[config.mk]
export PLATFORM = sky130hd
export DESIGN_NAME = alu_arbiter_flat
export DESIGN_NICKNAME = d
export VERILOG_FILES = /design/src/rtl/alu_arbiter_if.sv /design/src/rtl/alu_arbiter.sv /design/src/flat_wrapper.sv
export SDC_FILE = /design/constraint.sdc
export NUM_CORES = 1
export LEC_CHECK = 0
export BUFFER_PORTS_ARGS = -buffer_cell sky130_fd_sc_hd__buf_2
export CAP_MARGIN = 5
export CORE_MARGIN = 1.5
export CORE_UTILIZATION = 39
export CTS_CLUSTER_SIZE = 16
export DETAILED_ROUTE_END_ITERATION = 16
export PLACE_DENSITY = 0.69
export SETUP_SLACK_MARGIN = 0.4
export SLEW_MARGIN = 30
export SYNTH_ARGS = -nofsm -noshare
export SYNTH_HDL_FRONTEND = slang
export SYNTH_SLANG_ARGS = --single-unit
[constraint.sdc]
create_clock -name clk -period 1.8 [get_ports clk]
set_clock_uncertainty 0.05 [all_clocks]
set_input_delay 0.27 -clock clk [delete_from_list [all_inputs] [get_ports clk]]
set_output_delay 0.27 -clock clk [all_outputs]
set_load 0.02 [all_outputs]
[src/rtl/alu_arbiter_if.sv]
// Bus bundle for the shared ALU arbiter.
// Two request channels, the ALU drive/return pair, and the response channel.
interface alu_arbiter_if #(
  parameter int WIDTH = 32,
  parameter int CW    = 5
);
  logic             req0_valid;
  logic             req0_ready;
  logic [WIDTH-1:0] req0_a;
  logic [WIDTH-1:0] req0_b;
  logic [CW-1:0]    req0_ctrl;
  logic             req1_valid;
  logic             req1_ready;
  logic [WIDTH-1:0] req1_a;
  logic [WIDTH-1:0] req1_b;
  logic [CW-1:0]    req1_ctrl;
  logic [WIDTH-1:0] alu_a;
  logic [WIDTH-1:0] alu_b;
  logic [CW-1:0]    alu_control;
  logic [WIDTH-1:0] alu_result;
  logic             alu_zero;
  logic             rsp_valid;
  logic             rsp_ready;
  logic             rsp_id;
  logic [WIDTH-1:0] rsp_result;
  logic             rsp_zero;
  logic             rsp_err;
  logic             busy;

  modport slave (
    input  req0_valid, req0_a, req0_b, req0_ctrl,
    output req0_ready,
    input  req1_valid, req1_a, req1_b, req1_ctrl,
    output req1_ready,
    output alu_a, alu_b, alu_control,
    input  alu_result, alu_zero,
    output rsp_valid, rsp_id, rsp_result, rsp_zero, rsp_err,
    input  rsp_ready,
    output busy
  );

  modport master (
    output req0_valid, req0_a, req0_b, req0_ctrl,
    input  req0_ready,
    output req1_valid, req1_a, req1_b, req1_ctrl,
    input  req1_ready,
    input  alu_a, alu_b, alu_control,
    output alu_result, alu_zero,
    input  rsp_valid, rsp_id, rsp_result, rsp_zero, rsp_err,
    output rsp_ready,
    input  busy
  );
endinterface

[src/rtl/alu_arbiter.sv]
// Round-robin arbiter sharing one ALU between two requesters.
// Ports: clk, reset (async active-low), bus (slave side of alu_arbiter_if).
module alu_arbiter #(
  parameter int WIDTH  = 32,
  parameter int CW     = 5,
  parameter int MAX_OP = 9
) (
  input logic         clk,
  input logic         reset,
  alu_arbiter_if.slave bus
);

  localparam logic [CW-1:0] MAXC = CW'(MAX_OP);

  typedef enum logic [1:0] {
    IDLE,
    EXEC,
    RESP
  } state_t;

  state_t           state;
  state_t           nxt;
  logic [WIDTH-1:0] a_q;
  logic [WIDTH-1:0] b_q;
  logic [CW-1:0]    ctrl_q;
  logic             id_q;
  logic             last_q;
  logic [WIDTH-1:0] res_q;
  logic             zero_q;
  logic             err_q;

  logic             r0;
  logic             r1;
  logic             acc;
  logic [WIDTH-1:0] sel_a;
  logic [WIDTH-1:0] sel_b;
  logic [CW-1:0]    sel_c;
  logic             ill;

  // last_q==1 means requester 1 was granted last, so 0 has priority
  always_comb begin
    r0 = 1'b0;
    r1 = 1'b0;
    if (state == IDLE) begin
      r0 = bus.req0_valid & (~bus.req1_valid | last_q);
      r1 = bus.req1_valid & (~bus.req0_valid | ~last_q);
    end
  end

  assign acc   = r0 | r1;
  assign sel_a = r1 ? bus.req1_a : bus.req0_a;
  assign sel_b = r1 ? bus.req1_b : bus.req0_b;
  assign sel_c = r1 ? bus.req1_ctrl : bus.req0_ctrl;
  assign ill   = sel_c > MAXC;

  always_comb begin
    nxt = state;
    unique case (state)
      IDLE: if (acc) nxt = ill ? RESP : EXEC;
      EXEC: nxt = RESP;
      RESP: if (bus.rsp_ready) nxt = IDLE;
      default: nxt = IDLE;
    endcase
  end

  always_ff @(posedge clk or negedge reset) begin
    if (!reset) begin
      state  <= IDLE;
      a_q    <= '0;
      b_q    <= '0;
      ctrl_q <= '0;
      id_q   <= 1'b0;
      last_q <= 1'b1;
      res_q  <= '0;
      zero_q <= 1'b0;
      err_q  <= 1'b0;
    end else begin
      state <= nxt;
      if (acc) begin
        a_q    <= sel_a;
        b_q    <= sel_b;
        ctrl_q <= sel_c;
        id_q   <= r1;
        last_q <= r1;
        // illegal op: response is built here, EXEC is skipped
        if (ill) begin
          res_q  <= '0;
          zero_q <= 1'b0;
          err_q  <= 1'b1;
        end
      end
      if (state == EXEC) begin
        res_q  <= bus.alu_result;
        zero_q <= bus.alu_zero;
        err_q  <= 1'b0;
      end
    end
  end

  assign bus.req0_ready  = r0;
  assign bus.req1_ready  = r1;
  assign bus.alu_a       = (state == EXEC) ? a_q : '0;
  assign bus.alu_b       = (state == EXEC) ? b_q : '0;
  assign bus.alu_control = (state == EXEC) ? ctrl_q : '0;
  assign bus.rsp_valid   = (state == RESP);
  assign bus.rsp_id      = id_q;
  assign bus.rsp_result  = res_q;
  assign bus.rsp_zero    = zero_q;
  assign bus.rsp_err     = err_q;
  assign bus.busy        = (state != IDLE);

endmodule
[src/flat_wrapper.sv]
// flat-port wrapper written by rule: the top's interface ports become plain ports
module alu_arbiter_flat 
#(
  parameter int WIDTH  = 32,
  parameter int CW     = 5,
  parameter int MAX_OP = 9
)
  (clk, reset, bus_req0_valid, bus_req0_a, bus_req0_b, bus_req0_ctrl, bus_req0_ready, bus_req1_valid, bus_req1_a, bus_req1_b, bus_req1_ctrl, bus_req1_ready, bus_alu_a, bus_alu_b, bus_alu_control, bus_alu_result, bus_alu_zero, bus_rsp_valid, bus_rsp_id, bus_rsp_result, bus_rsp_zero, bus_rsp_err, bus_rsp_ready, bus_busy);
  alu_arbiter_if #(.WIDTH(WIDTH), .CW(CW)) bus_i ();
  input logic clk;
  input logic reset;
  input wire logic [$bits(bus_i.req0_valid)-1:0] bus_req0_valid;
  input wire logic [$bits(bus_i.req0_a)-1:0] bus_req0_a;
  input wire logic [$bits(bus_i.req0_b)-1:0] bus_req0_b;
  input wire logic [$bits(bus_i.req0_ctrl)-1:0] bus_req0_ctrl;
  output wire logic [$bits(bus_i.req0_ready)-1:0] bus_req0_ready;
  input wire logic [$bits(bus_i.req1_valid)-1:0] bus_req1_valid;
  input wire logic [$bits(bus_i.req1_a)-1:0] bus_req1_a;
  input wire logic [$bits(bus_i.req1_b)-1:0] bus_req1_b;
  input wire logic [$bits(bus_i.req1_ctrl)-1:0] bus_req1_ctrl;
  output wire logic [$bits(bus_i.req1_ready)-1:0] bus_req1_ready;
  output wire logic [$bits(bus_i.alu_a)-1:0] bus_alu_a;
  output wire logic [$bits(bus_i.alu_b)-1:0] bus_alu_b;
  output wire logic [$bits(bus_i.alu_control)-1:0] bus_alu_control;
  input wire logic [$bits(bus_i.alu_result)-1:0] bus_alu_result;
  input wire logic [$bits(bus_i.alu_zero)-1:0] bus_alu_zero;
  output wire logic [$bits(bus_i.rsp_valid)-1:0] bus_rsp_valid;
  output wire logic [$bits(bus_i.rsp_id)-1:0] bus_rsp_id;
  output wire logic [$bits(bus_i.rsp_result)-1:0] bus_rsp_result;
  output wire logic [$bits(bus_i.rsp_zero)-1:0] bus_rsp_zero;
  output wire logic [$bits(bus_i.rsp_err)-1:0] bus_rsp_err;
  input wire logic [$bits(bus_i.rsp_ready)-1:0] bus_rsp_ready;
  output wire logic [$bits(bus_i.busy)-1:0] bus_busy;
  assign bus_i.req0_valid = bus_req0_valid;
  assign bus_i.req0_a = bus_req0_a;
  assign bus_i.req0_b = bus_req0_b;
  assign bus_i.req0_ctrl = bus_req0_ctrl;
  assign bus_req0_ready = bus_i.req0_ready;
  assign bus_i.req1_valid = bus_req1_valid;
  assign bus_i.req1_a = bus_req1_a;
  assign bus_i.req1_b = bus_req1_b;
  assign bus_i.req1_ctrl = bus_req1_ctrl;
  assign bus_req1_ready = bus_i.req1_ready;
  assign bus_alu_a = bus_i.alu_a;
  assign bus_alu_b = bus_i.alu_b;
  assign bus_alu_control = bus_i.alu_control;
  assign bus_i.alu_result = bus_alu_result;
  assign bus_i.alu_zero = bus_alu_zero;
  assign bus_rsp_valid = bus_i.rsp_valid;
  assign bus_rsp_id = bus_i.rsp_id;
  assign bus_rsp_result = bus_i.rsp_result;
  assign bus_rsp_zero = bus_i.rsp_zero;
  assign bus_rsp_err = bus_i.rsp_err;
  assign bus_i.rsp_ready = bus_rsp_ready;
  assign bus_busy = bus_i.busy;
  alu_arbiter #(.WIDTH(WIDTH), .CW(CW), .MAX_OP(MAX_OP)) u_core (.clk(clk), .reset(reset), .bus(bus_i));
endmodule
# Word-level counts from Yosys, hierarchy flattened
# Index checks and enable logic that the tools add are counted.
[classes]
bitwise_logic = 8
eq_ne = 4
mux = 21
n_lt_le_gt_ge = 1
n_reduce_logical = 6
[ops]
columns = ["cell", "n"]
rows = [
  ["32-bit 2-to-1 mux", 7],
  ["5-bit 2-to-1 mux", 2],
  ["1-bit 2-to-1 mux", 8],
  ["2-bit 2-to-1 mux", 3],
  ["2-bit one-hot mux with 3 select lines", 1],
  ["2-bit nonzero test", 3],
  ["5-bit by 4-bit > comparator with 1-bit output (second input constant)", 1],
  ["2-bit by 1-bit inequality test with 1-bit output (second input constant)", 2],
  ["2-bit AND reduction", 2],
  ["1-bit inverter", 3],
  ["1-bit bitwise OR", 3],
  ["1-bit AND", 2],
  ["2-bit by 1-bit equality test with 1-bit output (second input constant)", 1],
  ["2-bit equality test (second input constant)", 1],
  ["2-bit zero test", 1],
]
[totals]
out_inout_bits = 108
in_bits = 176
regBits = 107

# Logic depth before layout (Yosys ltp)
# Gate-level depths: netlist of the first run.
[logic_depth]
word_depth = 9
depth_mapped = 7
depth_no_buf = 4

# Worst setup path before layout of the first run
# No wires, ideal clock.
[synth_path]
path_kind = "reg2out"
from = "register u_core.last_q"
to = "output port bus_req0_ready"
path_stages_with_launch = 6
path_slack_ps = 33
required_ps = 1480
arrival_time_ps = 1447
cell_sequence = "dfstp_2 -> nand2b_1 -> clkbuf_1 -> clkbuf_1 -> nand3_1 -> inv_1"
[synth_via]
elab_chain_cells = 3
[synth_rtl]
columns = ["element", "line", "source"]
rows = [
  ["from (decl)", "alu_arbiter.sv:27", "logic last_q;"],
  ["from (signal assigned)", "alu_arbiter.sv:84", "last_q <= r1;"],
  ["1-bit bitwise OR", "alu_arbiter.sv:45", "r0 = bus.req0_valid & (~bus.req1_valid | last_q);"],
  ["1-bit AND", "alu_arbiter.sv:45", ""],
  ["1-bit 2-to-1 mux", "alu_arbiter.sv:44", "if (state == IDLE) begin"],
  ["to (decl)", "flat_wrapper.sv:16", "output wire logic [$bits(bus_i.req0_ready)-1:0] bus_req0_ready;"],
]
# Every way passes these cells.

# Worst setup path after layout of the first run
[layout_path]
from = "register u_core.state[1]"
to = "output port bus_alu_b[18]"
[layout_via]
elab_chain_cells = 2
[layout_rtl]
columns = ["element", "line", "source"]
rows = [
  ["from (decl)", "alu_arbiter.sv:21", "state_t state;"],
  ["from (signal assigned)", "alu_arbiter.sv:78", "state <= nxt;"],
  ["2-bit by 1-bit equality test with 1-bit output", "alu_arbiter.sv:103", "assign bus.alu_b = (state == EXEC) ? b_q : '0;"],
  ["32-bit 2-to-1 mux", "alu_arbiter.sv:103", ""],
  ["to (decl)", "flat_wrapper.sv:23", "output wire logic [$bits(bus_i.alu_b)-1:0] bus_alu_b;"],
]
# Every way passes these cells.

==> reports/metrics.cfg, run 1 <==
[critical_path]
crit_arrival_ns=1.68
critical_path_class=reg -> out
start_kind=flop
critical_path_required_ns=1.48
endpoint_kind=primary output
cp_max_fo=9

[floorplan]
io-pin-count=284
die_h_um=127
start_util=0.395
coreArea_um2=15100
die_area_um2=16100
die_w_um=127
rows=45

[synth]
synth.area.top_cells=dfrtp_1, o31ai_1, a31oi_1
yosysSeqAreaShare=0.449
synth_compound_area_frac=0.220
synthMuxAreaShare=0
synth_nets=844
syn_inst=668
postSynthAreaPerCell_um2=8.93
synthFlopType=dfrtp_1
synth-simple-area-share=0.254
synth-seq-cells=107
ys_types=28
synth_edf_count=0
synthAdderAreaFrac=0
synth_top_family_by_area=simple AND/OR/NAND/NOR gates
synth_area_um2=5970
yosysTopAreaCell=dfrtp_1
synth_warnings=0
async_reset_ff_frac=1.00
synth_top_area_frac=0.445
synthXorXnorAreaFrac=0

[status]
status=finished, violations left
violations=setup timing

[routing]
routed-via-count=7496
wl_per_cell_um=25.8
final_antenna_net_count=0
drcViolationCount=0
drt_first_pass_iters=8
routed_wl_mm=30.3
initialDrtViolationCount=510
routed_via_density=6.40

[cts]
worstSkewPairLatency_ns=0.36
clock_path_buffers=2
numCtsBuffers=9
cts.sinks=107
cts_tree=yes
htreeDepth=3
clk_pin_slew_ns=0.08
cts-root-buf=clkbuf_16

[cells_and_area]
multiInputGateArea_um2=4490
nNetsFinal=1155
layoutNonFillerInstCount=1172
mostFrequentLayoutCell=buf_2
register_area_um2=2680
final_cell_mix=buf_2, dfrtp_1, buf_6, o31ai_4
final.fill_count=937
final_util=0.762
stdcell_area_um2=11500
syn_to_final_growth_pct=92.8
final_layout_size_suffix_gt1_frac=0.621

[place]
placed_area_um2=7670
gp_congestion=0.809
hpwlAfterDp_mm=14.0
dp_cells=1084
pre_cts_slack_ns=0.0771
port-buffer-count=283

[sta]
setup_viol=150
setup_tns_ns=-19.08
hold-worst-slack_ns=0.0605
report.final.hold_viol_count=0
fin_ws_ns=-0.199
min_period_over_period=1.11
rsz0062_at_grt=true
worstMarginPinSlew_ns=0.788
finalWorstPathRequiredPeriod_ns=2.00
maxSlewViolCount=0
max_freq_mhz=500
relSlewSlack=0.474

[pwr]
vdd_drop_max_mv=0.834
total_power_mw=19.2
power_density_nw_per_um2=1670
p_leak_nw=4.82

[worst_hold_path]
hold_class=in -> reg

[grt]
antenna_found_initial=3
grt_pass1_vias=6991
grt_overflow=0
grt_max_degree=50
grt_usage=0.311
grt_pass1_wl_mm=38.7

[flow_run]
maxCapViolCount=0

cells by family after synthesis:
kind of cell,count (synthesis)
simple gates,283
compound gates,181
flops,107
buf+inv,97
synthesized netlist by cell type, drive strengths merged (2+ instances only):
master,n
a21o,2
a31oi,69
and2,69
buf,22
clkbuf,67
dfrtp,106
inv,8
nand2,68
nand2b,2
nand4,69
nor2b,3
nor3,69
o21ai,2
o31ai,102
report_power, final:
group	leakage [nW]	total, mW	internal [mW]	switching [mW]
registers	1.30	4.70	3.59	1.11
clock network	0.134	2.06	1.08	0.981
logic	3.39	12.4	6.11	6.31
critical path, stage by stage (launching register included):
cell and delay, ns:
dfrtp_1 0.41, buf_6 0.14, nor2b_4 0.16, buf_12 0.18
clkbuf_16 0.17, and2_4 0.15, buf_6 0.11
state kept, by name, indices dropped and copies added, names as in the netlist:
signal	flops
u_core.state	2
u_core.bus.rsp_err	1
u_core.bus.rsp_zero	1
u_core.b_q	32
u_core.bus.rsp_result	32
u_core.ctrl_q	5
u_core.last_q	1
u_core.a_q	32
u_core.bus.rsp_id	1
layout make-up:
type | instances | area share
Tap cell | 188 | 0.0204
Multi-Input combinational cell | 464 | 0.390
Antenna cell | 1 | 0.000218
Clock buffer | 9 | 0.0196
Clock inverter | 6 | 0.00576
Timing Repair Buffer | 389 | 0.328
Inverter | 8 | 0.00337
Sequential cell | 107 | 0.233
routing by layer:
layer	track usage	share of wire	vias up
met1	0.399	0.37	3626
met5	0	0.00086	-
met4	0.138	0.053	4
met3	0.0797	0.10	138
met2	0.499	0.47	573
li1	-	-	3155
repair_timing:
action,4_1_cts,5_1_grt
gates cloned,20,23
buffers inserted,14,14
endpoints found under the setup margin,180,180
pin swaps,68,96
hold endpoints to repair,26,0
resized for setup,290,210
hold buffers,1,0
final timing paths:
| path | start | endpoint | slack, ns | cells after the start |
|---|---|---|---|---|
| min in group asynchronous | reset | u_core.bus.rsp_result[12]$_DFFE_PN0P_ | 0.34 | 2 |
| max | u_core.state[1]$_DFFE_PN0P_ | bus_alu_b[18] | -0.20 | 6 |
| max reg2reg | u_core.state[1]$_DFFE_PN0P_ | u_core.bus.rsp_result[13]$_DFFE_PN0P_ | -0.17 | 9 |
| min | bus_alu_result[23] | u_core.bus.rsp_result[23]$_DFFE_PN0P_ | 0.06 | 3 |
| max in group asynchronous | reset | u_core.last_q$_DFFE_PN1P_ | 0.73 | 3 |
| min reg2reg | u_core.bus.rsp_id$_DFFE_PN0P_ | u_core.bus.rsp_id$_DFFE_PN0P_ | 0.43 | 1 |
Note: power is estimated with default switching activity, not from simulation.
==> run 2: changes to the inputs <==
CORE_UTILIZATION = 45   (was 39)
PLACE_DENSITY = 0.78   (was 0.69)
==> run 2 against run 1 <==
  * Total power increased by 9.2%
  * Clock power up 13%
  * Wire length rose by 35%
  * First-iteration DRC count rose to 2.7 times the previous value
  * The flow still finishes with violations (setup timing)
  * Clock-buffer cell count is 3 higher
  * Critical path depth unchanged
  * Critical endpoint is now bus_alu_b[14]
  * Hold slack gained 0.0042 ns
  * Global-route usage increased by 2.8 points
  * Non-clock buffer count rose by 11
  * Die area is 13% lower
==> reports/metrics.cfg, run 2 (synthesis gave the netlist of run 1 again) <==
[sta]
hold-worst-slack_ns=0.0646  ; +0.00416 ns
worstMarginPinSlew_ns=1.12  ; +0.330 ns
maxSlewViolCount=0  ; unchanged
finalWorstPathRequiredPeriod_ns=2.17  ; +0.171 ns
rsz0062_at_grt=true
relSlewSlack=0.254  ; -0.220
report.final.hold_viol_count=0  ; unchanged
min_period_over_period=1.21  ; +0.0952
max_freq_mhz=461  ; -7.9%
setup_viol=168  ; +12%
fin_ws_ns=-0.371  ; -0.171 ns

[critical_path]
critical_path_required_ns=1.48  ; about the same
endpoint_kind=primary output
start_kind=flop
path_delay_family=buffers and inverters
max_stage_delay_ns=0.46  ; +0.05 ns
cp_cell_sequence=buf_6, nor2b_4, buf_6, clkbuf_16, and2_4, buf_6
critical_path_class=reg -> out
slowest_stage=dfrtp_2
crit_arrival_ns=1.85  ; +0.17 ns
crit_top_cell=buf_6
cp_num_buf_inv=4  ; unchanged
cp_max_fo=6  ; -3

[routing]
drcViolationCount=0  ; unchanged
routed-via-count=8943  ; +19%
drt_first_pass_iters=8  ; unchanged
routed_via_density=7.64  ; +20%
initialDrtViolationCount=1363  ; +170%
final_antenna_net_count=0  ; unchanged
routed_wl_mm=41.0  ; +35%
wl_per_cell_um=35.0  ; +35%

[cells_and_area]
final_layout_size_suffix_gt1_frac=0.698  ; +0.0772
final_util=0.953  ; +0.191
nNetsFinal=1167  ; +1.0%
final_cell_mix=buf_2, dfrtp_1, buf_6, nand4_1, nand2_1
syn_to_final_growth_pct=104
mostFrequentLayoutCell=buf_2

[floorplan]
start_util=0.467  ; +0.0717
die_w_um=118  ; -6.7%
io-pin-count=284  ; unchanged
rows=41  ; -8.9%
die_h_um=118  ; -6.7%
coreArea_um2=12800  ; -15%
die_area_um2=14000  ; -13%

[place]
gp_congestion=0.827  ; +2.3%
port-buffer-count=283  ; unchanged
hpwlAfterDp_mm=13.6  ; -2.5%
pre_cts_slack_ns=-0.0945  ; -0.172 ns

[cts]
cts.sinks=107  ; unchanged
clk_pin_slew_ns=0.09  ; about the same
worstSkewPairLatency_ns=0.39  ; +0.03 ns
clock_path_buffers=2  ; unchanged
htreeDepth=3  ; unchanged
cts_tree=yes
numCtsBuffers=9  ; unchanged
cts-root-buf=clkbuf_16

[pwr]
vdd_drop_max_mv=0.989  ; +19%
power_density_nw_per_um2=1720  ; +3.2%
p_leak_nw=5.01  ; +3.9%

[grt]
grt_usage=0.340  ; +0.0285
grt_pass1_wl_mm=37.7  ; -2.7%
antenna_found_initial=4  ; +1
grt_pass1_vias=6913  ; -1.1%
grt_overflow=0  ; unchanged
grt_max_degree=71  ; +42%

[worst_hold_path]
hold_class=in -> reg

[flow_run]
maxCapViolCount=0  ; unchanged

[status]
status=finished, violations left
violations=setup timing

## run 2: path summary, 6_finish.rpt
kind	slack [ns]	start	cells after the start	end
max	-0.37	u_core.state[1]$_DFFE_PN0P_	6	bus_alu_b[14]
min	0.06	bus_alu_result[12]	3	u_core.bus.rsp_result[12]$_DFFE_PN0P_
max reg2reg	-0.17	u_core.state[1]$_DFFE_PN0P_	9	u_core.bus.rsp_result[29]$_DFFE_PN0P_
min reg2reg	0.49	u_core.bus.rsp_id$_DFFE_PN0P_	1	u_core.bus.rsp_id$_DFFE_PN0P_
max in group asynchronous	0.72	reset	3	u_core.last_q$_DFFE_PN1P_
min in group asynchronous	0.33	reset	2	u_core.bus.rsp_result[15]$_DFFE_PN0P_
## run 2: power by group
group,internal (mW),leakage [nW],switching [mW]
Clock,1.26,0.157,1.07
Combinational,6.25,3.55,7.48
Sequential,3.59,1.30,1.28
Total,11.1,5.01,9.83
## run 2: stage by stage
step / instance area [µm²] / total power, mW / TNS (ns) / instances
global placement: 7710 / 10.0 / -0.0659 / 1072
global route: 12200 / 21.2 / -29.12 / 1168
CTS: 9090 / 14.1 / -13.62 / 1123
floorplan: 6080 / 8.21 / 0 / 668
detailed placement: 7710 / 10.2 / -0.584 / 1072
finish: 12200 / 20.9 / -28.01 / 1170
## run 2: final cells by class
type / instances / area (µm²)
multi-input combinational: 465 / 5190
tap: 172 / 215
inverter: 8 / 46.3
sequential: 107 / 2680
clock buffer: 12 / 246
fill: 295 / 596
clock inverter: 4 / 73.8
timing repair buffer: 400 / 3720
antenna: 2 / 5.00
## run 2: worst min-delay path: stages
cell and delay (ns):
buf_2 0.08, nand2_1 0.06, o31ai_2 0.06
## run 2: per-layer routing
metal	vias up	routed length, µm	part of all wire	global-route usage
met5	-	23	0.00056	0
met4	4	5070	0.12	0.158
met3	484	5610	0.14	0.0714
met2	1116	17500	0.43	0.549
met1	4153	12700	0.31	0.436
li1	3186	-	-	-
## run 2: timing repair
action / 4_1_cts / 5_1_grt
resized for setup: 148 / 422
hold buffers: 1 / 0
buffers inserted: 23 / 17
endpoints found under the hold margin: 27 / 0
setup endpoints to repair: 180 / 180
pin swaps: 11 / 90
cloned: 11 / 28
==> run 3: changes to the inputs <==
CORE_MARGIN = unset   (was 1.5)
REMOVE_ABC_BUFFERS = 1   (was unset)
SLEW_MARGIN = 0   (was 30)
==> run 3 against run 2 <==
  * The flow still finishes with violations (setup timing)
  * Sequential share of layout area increased by 2.3 points
  * Critical path depth increased by 1
  * Utilization decreased by 9.2 points
  * Maximum frequency increased by 9.2%
  * Critical path type unchanged
==> reports/metrics.cfg, run 3 (synthesis gave the netlist of run 1 again) <==
[status]
status=finished, violations left
violations=setup timing

[grt]
grt_pass1_wl_mm=37.3  ; -1.0%
grt_overflow=0  ; unchanged
grt_max_degree=108  ; +52%
grt_usage=0.362  ; +0.0222
grt_pass1_vias=6854  ; -0.85%
antenna_found_initial=3  ; -1

[critical_path]
r2r-start=u_core.state[0]$_DFFE_PN0P_
crit_top_cell=buf_6
critical_path_class=reg -> out
crit_arrival_ns=1.67  ; -0.18 ns
slowest_stage=dfrtp_1
cp_num_buf_inv=5  ; +1
max_stage_delay_ns=0.40  ; -0.06 ns
ff2ff_path_depth=9  ; unchanged
start_kind=flop
cp_cell_sequence=buf_6, nor2b_4, buf_12, buf_8, buf_16, and2_4, buf_6
endpoint_kind=primary output
critPathLaunch=u_core.state[0]$_DFFE_PN0P_
critical_path_required_ns=1.48  ; about the same
cp_max_fo=7  ; +1
r2r_end=u_core.a_q[22]$_DFFE_PN0P_
path_delay_family=buffers and inverters
rrSetupSlack_ns=-0.14  ; +0.03 ns

[cells_and_area]
final_cell_mix=buf_2, dfrtp_1, nand4_1, nand2_1, buf_6
mostFrequentLayoutCell=buf_2
final.fill_count=594  ; +100%
final_layout_size_suffix_gt1_frac=0.567  ; -0.130
nNetsFinal=1144  ; -2.0%
layoutNonFillerInstCount=1148  ; -1.9%
final_util=0.861  ; -0.0923
syn_to_final_growth_pct=84.3

[cts]
clk_pin_slew_ns=0.07  ; -0.02 ns
htreeDepth=3  ; unchanged
clock_path_buffers=2  ; unchanged
cts-root-buf=clkbuf_16
numCtsBuffers=9  ; unchanged
worstSkewPairLatency_ns=0.35  ; -0.04 ns
cts.sinks=107  ; unchanged
cts_tree=yes

[worst_hold_path]
hold_class=in -> reg
min_from=bus_alu_result[5]
min_to=u_core.bus.rsp_result[5]$_DFFE_PN0P_
holdPathStages=3  ; unchanged

[floorplan]
io-pin-count=284  ; unchanged
start_util=0.467  ; unchanged
coreArea_um2=12800  ; unchanged
die_h_um=117  ; -0.85%
rows=41  ; unchanged
die_area_um2=13700  ; -1.7%
die_w_um=117  ; -0.85%

[pwr]
vdd_drop_max_mv=1.04  ; +5.2%
p_leak_nw=4.66  ; -6.9%
power_density_nw_per_um2=1720  ; +0.24%

[sta]
hold-worst-slack_ns=0.0717  ; +0.00713 ns
rsz0062_at_grt=true
relSlewSlack=0.475  ; +0.220
max_freq_mhz=503  ; +9.2%
worstMarginPinSlew_ns=0.788  ; -0.331 ns
finalWorstPathRequiredPeriod_ns=1.99  ; -0.183 ns
setup_viol=162  ; -3.6%
maxSlewViolCount=0  ; unchanged
min_period_over_period=1.10  ; -0.101
fin_ws_ns=-0.188  ; +0.183 ns
report.final.hold_viol_count=0  ; unchanged

[place]
dp_cells=1064  ; -0.75%
pre_cts_slack_ns=0.0191  ; +0.114 ns
gp_congestion=0.806  ; -2.6%
hpwlAfterDp_mm=13.1  ; -3.6%
port-buffer-count=283  ; unchanged

[routing]
routed_wl_mm=32.0  ; -22%
final_antenna_net_count=0  ; unchanged
routed_via_density=6.90  ; -9.7%
wl_per_cell_um=27.9  ; -20%
drcViolationCount=0  ; unchanged
routed-via-count=7926  ; -11%
drt_first_pass_iters=5  ; -3
initialDrtViolationCount=1161  ; -15%

[flow_run]
maxCapViolCount=0  ; unchanged

run 3: routing by layer:
layer	wire, µm	share of wire	up-vias	track usage
met1	10700	0.33	3761	0.434
met3	3800	0.12	245	0.0778
met4	2670	0.083	0	0.194
met5	0	0	-	0
met2	14900	0.46	785	0.609
li1	-	-	3135	-
run 3: worst min-delay path, stage by stage:
cell	delay [ns]
buf_2	0.08
nand2_1	0.04
o31ai_1	0.05
run 3: repair_timing:
| action | CTS | global route |
|---|---|---|
| pin swaps | 49 | 59 |
| hold buffers | 1 | 0 |
| buffers inserted | 18 | 10 |
| resized for setup | 159 | 240 |
| setup endpoints to repair | 180 | 180 |
| endpoints found under the hold margin | 106 | 0 |
| cloned | 19 | 17 |
run 3: how the worst max path moves through the flow:
stage / end / slack [ns] / cells after the start
after global routing: bus_alu_a[17] / -0.23 / 7
after global placement: u_core.state[0]$_DFFE_PN0P_ / 0.09 / 5
after CTS: bus_alu_b[14] / -0.17 / 7
after detailed placement: u_core.a_q[2]$_DFFE_PN0P_ / 0.02 / 5
final: bus_alu_a[17] / -0.19 / 7
after floorplan: u_core.state[1]$_DFFE_PN0P_ / -2.42 / 3
run 3: power by group:
| part | leakage (nW) | switching [mW] | internal [mW] |
|---|---|---|---|
| Combinational | 3.20 | 6.22 | 5.72 |
| Clock | 0.159 | 0.964 | 1.30 |
| Sequential | 1.30 | 1.16 | 3.59 |
| Total | 4.66 | 8.34 | 10.6 |
run 3: cell type report:
| class | count | area [µm²] | area share |
|---|---|---|---|
| sequential | 107 | 2680 | 0.244 |
| clock inverter | 4 | 72.6 | 0.00660 |
| timing repair buffer | 378 | 3520 | 0.320 |
| inverter | 8 | 37.5 | 0.00341 |
| antenna | 3 | 7.51 | 0.000683 |
| clock buffer | 12 | 256 | 0.0233 |
| multi-input combinational | 464 | 4210 | 0.383 |
| tap | 172 | 215 | 0.0196 |
run 3: through the flow:
| step | TNS [ns] | area, µm² | power [mW] |
|---|---|---|---|
| final | -15.64 | 11000 | 19.0 |
| after CTS | -10.49 | 9250 | 15.0 |
| after global placement | 0 | 7530 | 9.83 |
| after global routing | -25.69 | 11000 | 19.5 |
| after floorplan | -329.08 | 5540 | 7.69 |
| after detailed placement | 0 | 7530 | 9.95 |
